$ cat src/rtl/text_console_writer.sv
// text_console_writer: byte-stream console front end that writes the VGA text RAM, tracks the cursor and scrolls the row ring.
module text_console_writer #(
    parameter int         COLS     = 70,
    parameter int         ROWS     = 64,
    parameter int         VIS_ROWS = 30,
    parameter logic [7:0] BLANK    = 8'h20
) (
    input  logic        clk,
    input  logic        reset,
    input  logic        char_valid,
    input  logic [7:0]  char_data,
    output logic        char_ready,
    output logic        wren,
    output logic [31:0] wraddr,
    output logic [31:0] datain,
    output logic [2:0]  memop,
    output logic [5:0]  start_line,
    output logic [5:0]  cursor_row,
    output logic [6:0]  cursor_col,
    output logic        busy
);
    typedef enum logic [1:0] {CLRALL, IDLE, CLRROW} state_t;
    state_t      state;
    logic [12:0] cnt;
    logic [12:0] addr;
    logic [12:0] row_base;
    logic [12:0] cur_addr;
    logic [7:0]  data;
    logic [5:0]  next_row;
    logic        accept;
    logic        printable;
    logic        at_end;
    logic        scroll;
    logic        newline;
    assign wraddr    = {19'b0, addr};
    assign datain    = {24'b0, data};
    assign memop     = 3'b000;
    assign busy      = ~char_ready;
    assign row_base  = 13'(cursor_row) * 13'(COLS);
    assign cur_addr  = row_base + 13'(cursor_col);
    assign next_row  = cursor_row + 6'd1;
    // The new row becomes the first one past the visible window, so the window follows it.
    assign scroll    = (next_row - start_line) == 6'(VIS_ROWS);
    assign accept    = char_valid && char_ready;
    assign printable = char_data >= 8'h20 && char_data <= 8'h7e;
    assign at_end    = cursor_col == 7'(COLS - 1);
    assign newline   = (printable && at_end) || char_data == 8'h0a;
    always_ff @(posedge clk) begin
        if (reset) begin
            state      <= CLRALL;
            cnt        <= '0;
            wren       <= 1'b0;
            addr       <= '0;
            data       <= '0;
            start_line <= '0;
            cursor_row <= '0;
            cursor_col <= '0;
            char_ready <= 1'b0;
        end else begin
            wren <= 1'b0;
            case (state)
                CLRALL: begin
                    if (cnt == 13'(ROWS * COLS)) begin
                        state      <= IDLE;
                        char_ready <= 1'b1;
                        cursor_row <= '0;
                        cursor_col <= '0;
                        start_line <= '0;
                    end else begin
                        wren <= 1'b1;
                        addr <= cnt;
                        data <= BLANK;
                        cnt  <= cnt + 13'd1;
                    end
                end
                CLRROW: begin
                    if (cnt == 13'(COLS)) begin
                        state      <= IDLE;
                        char_ready <= 1'b1;
                    end else begin
                        wren <= 1'b1;
                        addr <= row_base + cnt;
                        data <= BLANK;
                        cnt  <= cnt + 13'd1;
                    end
                end
                default: begin
                    if (accept) begin
                        if (printable) begin
                            wren <= 1'b1;
                            addr <= cur_addr;
                            data <= char_data;
                            if (!at_end) cursor_col <= cursor_col + 7'd1;
                        end else if (char_data == 8'h08 && cursor_col != 7'd0) begin
                            wren       <= 1'b1;
                            addr       <= cur_addr - 13'd1;
                            data       <= BLANK;
                            cursor_col <= cursor_col - 7'd1;
                        end else if (char_data == 8'h0c) begin
                            state      <= CLRALL;
                            cnt        <= '0;
                            char_ready <= 1'b0;
                        end
                        // A wrapping printable writes its byte and moves to the next row in one cycle.
                        if (newline) begin
                            cursor_row <= next_row;
                            cursor_col <= '0;
                            if (scroll) start_line <= start_line + 6'd1;
                            state      <= CLRROW;
                            cnt        <= '0;
                            char_ready <= 1'b0;
                        end
                    end
                end
            endcase
        end
    end
endmodule

$ cat config.mk
export PLATFORM = sky130hd
export DESIGN_NAME = text_console_writer
export DESIGN_NICKNAME = d
export VERILOG_FILES = /design/src/rtl/text_console_writer.sv
export SDC_FILE = /design/constraint.sdc
export NUM_CORES = 1
export LEC_CHECK = 0
export BUFFER_PORTS_ARGS = -buffer_cell sky130_fd_sc_hd__buf_4
export CAP_MARGIN = 5
export CORE_UTILIZATION = 40
export DETAILED_ROUTE_END_ITERATION = 8
export GPL_ROUTABILITY_DRIVEN = 0
export PLACE_DENSITY = 0.63
export REMOVE_ABC_BUFFERS = 1
export SLEW_MARGIN = 20
export SYNTH_ARGS = -nofsm -noshare
export SYNTH_HDL_FRONTEND = slang
export SYNTH_SLANG_ARGS = --single-unit
$ cat constraint.sdc
create_clock -name clk -period 5.1 [get_ports clk]
set_input_delay 1.02 -clock clk [delete_from_list [all_inputs] [get_ports clk]]
set_output_delay 1.02 -clock clk [all_outputs]
set_load 0.02 [all_outputs]
## After elaboration in Yosys (flattened, before gate mapping)

Index checks and enable logic that the tools add are counted.

- Word-level logic and storage cells: 115
- Register bits after elaboration: 57
- Output and inout port bits: 89

- Magnitude comparators: 2
- Multiplexer cells: 57
- Multiply operators: 1
- Equal/unequal tests: 15
- Reduce and logical (&&, ||, !) cells: 20
- Bitwise gates (word level): 2
- $add $sub $neg: 9

Operators by type and width:

| operator | count |
|---|---|
| $mux W13 | 12 |
| $pmux W13 S2 | 2 |
| $mux W7 | 6 |
| $mux W8 | 5 |
| $mux W6 | 6 |
| $eq A8 B4 Y1 const B | 3 |
| $pmux W6 S2 | 2 |
| $pmux W8 S2 | 1 |
| $mux W2 | 7 |
| $pmux W7 S2 | 1 |
| $add A13 B1 Y13 const B | 1 |
| $add A13 B13 Y13 | 1 |
| $add A13 B7 Y13 | 1 |
| $eq A13 B13 Y1 const B | 1 |
| $eq A13 B7 Y1 const B | 1 |
| $sub A13 B1 Y13 const B | 1 |
| $add A6 B1 Y6 const B | 2 |
| $mul A6 B6 Y12 const B | 1 |
| $mux W1 | 12 |
| $reduce_and A6 Y1 | 2 |
| $reduce_bool A4 Y1 | 3 |
| $reduce_and A5 Y1 | 2 |
| $ge A8 B6 Y1 const B | 1 |
| $le A8 B7 Y1 const B | 1 |
| other kinds (19) | 31 |

## Depth between registers and ports, before layout

- Word-level depth: 7
- Depth in mapped cells: 19
- Gate-level depth less buffers: 19

## Least setup slack after synthesis

OpenSTA, ideal clock, no wires.

- Kind: reg-to-reg
- From: register cursor_row[5]
- To: register addr[12]
- Path slack: 0.999 ns
- Buffers on the path: 0
- Setup time: 0.131 ns
- Arrival: 3.970 ns
- Cell stages (with the launch flop): 17
- Cells stage by stage: dfxtp_1 > ha_1 > ha_1 > ha_1 > ha_1 > a211oi_1 > o21ai_0 > a32oi_2 > ha_1 > and3_1 > a311oi_1 > a21oi_1 > xnor2_1 > nand2_1 > xnor2_1 > a21oi_1 > o41ai_2

- Longest elaborated chain between the ends: 7
- Elaborated cells between the ends (all ways): 9

RTL lines:

| what | line | text |
|---|---|---|
| start: declaration | 18 | `output logic [5:0] cursor_row,` |
| start signal: assignment | 106 | `cursor_row <= next_row;` |
| $mul A6 B6 Y12 * | 39 | `assign row_base = 13'(cursor_row) * 13'(COLS);` |
| $add A13 B7 Y13 | 40 | `assign cur_addr = row_base + 13'(cursor_col);` |
| $sub A13 B1 Y13 | 96 | `addr <= cur_addr - 13'd1;` |
| $mux W13 | 94 | `end else if (char_data == 8'h08 && cursor_col != 7'd0) begin` |
| $mux W13 | 89 | `if (printable) begin` |
| $mux W13 | 88 | `if (accept) begin` |
| $pmux W13 S2 * | 61 | `case (state)` |
| end signal: assignment | 71 | `addr <= cnt;` |
| end signal: assignment | 91 | `addr <= cur_addr;` |
| end signal: assignment | 96 |  |
| end: declaration | 25 | `logic [12:0] addr;` |

Mark *: on every way between the ends. The rest lies on a longest branch, timed or not. The select of a mux whose other input is x is not followed.
A chain may end at the register's enable or synchronous reset.

## Final worst setup path

- From: register cursor_row[4]
- To: register addr[12]

The elaborated chain is that of the path after synthesis.

==> flow_summary.ini <==
[clocking]
post_cts_buffers = 0
cts_tree = done
clock_latency_ns = 0.31
cts_resized = 0
path_clk_slew_ns = 0.08
htree_levels = 2
cts_buffer_depth = 2
clk_root_buffer_cell = clkbuf_16
cts_buffers = 5
cts.sinks = 56
cts_hold_buf = 0

[timing]
tightest_slew_ns = 0.935
period_share_pct = 88.5
period_needed_ns = 4.51
finalHoldViolCount = 0
holdWs_ns = 0.456
slew_headroom_pct = 37.6
fmax_ghz = 0.222
drv_slew = 0
finalSetupTns_ns = 0
setup_viol = 0
rsz0062_at_grt = no
fin_skew_ns = 0.00643
finalWorstSetupSlack_ns = 0.589

[power_and_ir_drop]
p_int_mw = 0.656
swShare_pct = 28.7
p_comb_share_pct = 10.0
seqPwrFrac_pct = 48.4
pwr-share-clk_pct = 41.6
p_sw_mw = 0.264
cellLeakagePower_nw = 2.36
peakVddDrop_mv = 0.227
power_mw = 0.920
powerDensity_nw_per_um2 = 166

[job]
drv_cap = 0

[detailed_routing]
drc = 0
antenna_left = 0
drtPass1Iterations = 4
vias = 4508
totalWireLength_mm = 12.0
drt_iter0_drc = 209
via_per_inst = 5.27
wire_per_inst_um = 14.0

[global_routing]
overflow = 0
grt_pass1_wl_mm = 20.1
grt_usage_pct = 19.5
grt_start_max_net_pins = 44
grt_pass1_vias = 4154
antenna_found_initial = 0

[synthesis]
synth.largest_area_cell = dfxtp_1
yosysSeqAreaShare_pct = 22.4
synth_warnings = 0
synthCells = 644
syn_area_um2 = 5000
async_reset_ff_share_pct = 0
ys.flop_type = dfxtp_1
synth_edf_count = 0
synth_area_per_cell_um2 = 7.76
yosysUniqueCellTypes = 63
synth_top_area_share_pct = 22.4
synthTopCellsByArea = dfxtp_1, ha_1, buf_4
ys_ff_latch = 56

[layout]
antenna_cells = 0
nets = 753
layout-drive-gt1-share_pct = 11.3
fin_cells = 856
stdcell_area_um2 = 5550
syn2layout_area_growth_pct = 11.1
post-route-util_pct = 45.8
fill_cells = 1271

[floorplan]
die_area_um2 = 12900
io_pins = 100
initial_core_util_pct = 41.3
row_count = 40
core_area_um2 = 12100
fp.dieH_um = 114
die_x_um = 114

[placement]
place_ws_ns = 0.628
port_buffers = 53
place_hpwl_mm = 9.08
placed_area_um2 = 5390
dp_cells = 848

[setup_path]
crit_end = addr[12]$_SDFFE_PP0P_
critPathMaxStageDelay_ns = 0.54
cp.arrival_ns = 4.69
slowest_stage = dfxtp_1
r2r_cells = 16
timing.rr.start = cursor_row[4]$_SDFFE_PP0P_
crit_path_frequent_cell = ha_1
r2r_end = addr[12]$_SDFFE_PP0P_
regToRegSetupSlack_ns = 0.59
cp-startpoint = cursor_row[4]$_SDFFE_PP0P_
path_class = reg -> reg
critPathCaptureType = register
startpoint_type = register
cp.required_ns = 5.28
cp_max_fo = 11
worstPathCellList = ha_1 -> ha_1 -> ha_1 -> ha_1 -> a211oi_1 -> o21ai_0 -> a32oi_2 -> ha_1 -> and3_1 -> a311oi_1 -> a21oi_1 -> xnor2_1 -> nand2_1 -> xnor2_1 -> a21oi_1 -> o41ai_2

[outcome]
status = finished clean

[worst_hold_path]
min_path_type = reg -> reg
layout make-up:
class | instances | area (um^2) | share of cell area, %
multi-input combinational | 535 | 3510 | 63.2
sequential | 56 | 1120 | 20.2
timing repair buffer | 59 | 443 | 7.98
tap | 168 | 210 | 3.79
clock buffer | 5 | 125 | 2.25
inverter | 30 | 113 | 2.03
clock inverter | 3 | 33.8 | 0.609
state kept, by name (all words and copies together) (netlist names):
name,cells
cursor_row,6
start_line,6
addr,13
cursor_col,7
state,2
wren,1
data,8
cnt,13
layer usage:
layer	routed length [um]	track usage, %
met4	195	5.35
met2	5510	33.0
met3	596	4.09
met5	0	0
met1	5660	25.2
placed cells by master (no fill, tap or decap), types with 12 or more instances in the layout:
master   instances
buf_4           59
dfxtp_1         56
nand3_1         25
xnor2_1         37
conb_1          46
inv_1           30
nand4_1         15
nor2_1          82
xor2_1          15
mux2i_1         12
nor3_1          14
a21oi_1         48
nand2_1         46
ha_1            50
o21ai_0         26
Yosys cell counts (8+ instances only):
library cell   n
nor2_1        82
inv_1         30
ha_1          50
nand4_1       15
o211ai_1       8
nand2_1       46
mux2i_1       12
xor2_1        15
nor3_1        14
a211oi_1       8
a21oi_1       49
xnor2_1       37
buf_4         46
dfxtp_1       56
nand3_1       25
o21ai_0       26
clkbuf_1      19
worst max-delay path, delay by kind of cell, from the launching register on:
family | cells | cell delay, ns
adders and majority gates | 5 | 1.48
and+or+nand+nor | 2 | 0.29
AOI/OAI and AO/OA | 7 | 1.73
DFF | 1 | 0.54
xor gates and xnor gates | 2 | 0.33
power groups by stage:
stage               registers, mW  clock network (mW)  logic (mW)
floorplan                   0.457                   0      0.0616
global placement            0.456                   0      0.0895
detailed placement          0.456                   0      0.0914
CTS                         0.446               0.391      0.0916
global route                0.447               0.408       0.101
finish                      0.446               0.382      0.0919
cell families after synthesis:
kind of cell | share of synthesized area (%)
multiplexers | 2.86
buffers and inverters | 10.8
XOR/XNOR | 9.12
flip-flops | 22.4
adder cells (fa/ha/maj) | 14.5
other | 0.0751
AND/OR/NAND/NOR | 21.7
AO/OA/AOI/OAI | 18.4
how the worst min path moves through the flow:
stage                     cells after the start            startpoint  slack, ns              endpoint
after floorplan                               2  cnt[12]$_SDFFE_PP0P_       0.50  cnt[12]$_SDFFE_PP0P_
after global placement                        2  data[0]$_SDFFE_PP0P_       0.44  data[0]$_SDFFE_PP0P_
after detailed placement                      2  addr[4]$_SDFFE_PP0P_       0.45  addr[4]$_SDFFE_PP0P_
after CTS                                     2  addr[4]$_SDFFE_PP0P_       0.46  addr[4]$_SDFFE_PP0P_
after global routing                          2  addr[6]$_SDFFE_PP0P_       0.49  addr[6]$_SDFFE_PP0P_
final                                         2  addr[4]$_SDFFE_PP0P_       0.46  addr[4]$_SDFFE_PP0P_
Power figures use the tool's default switching activity.
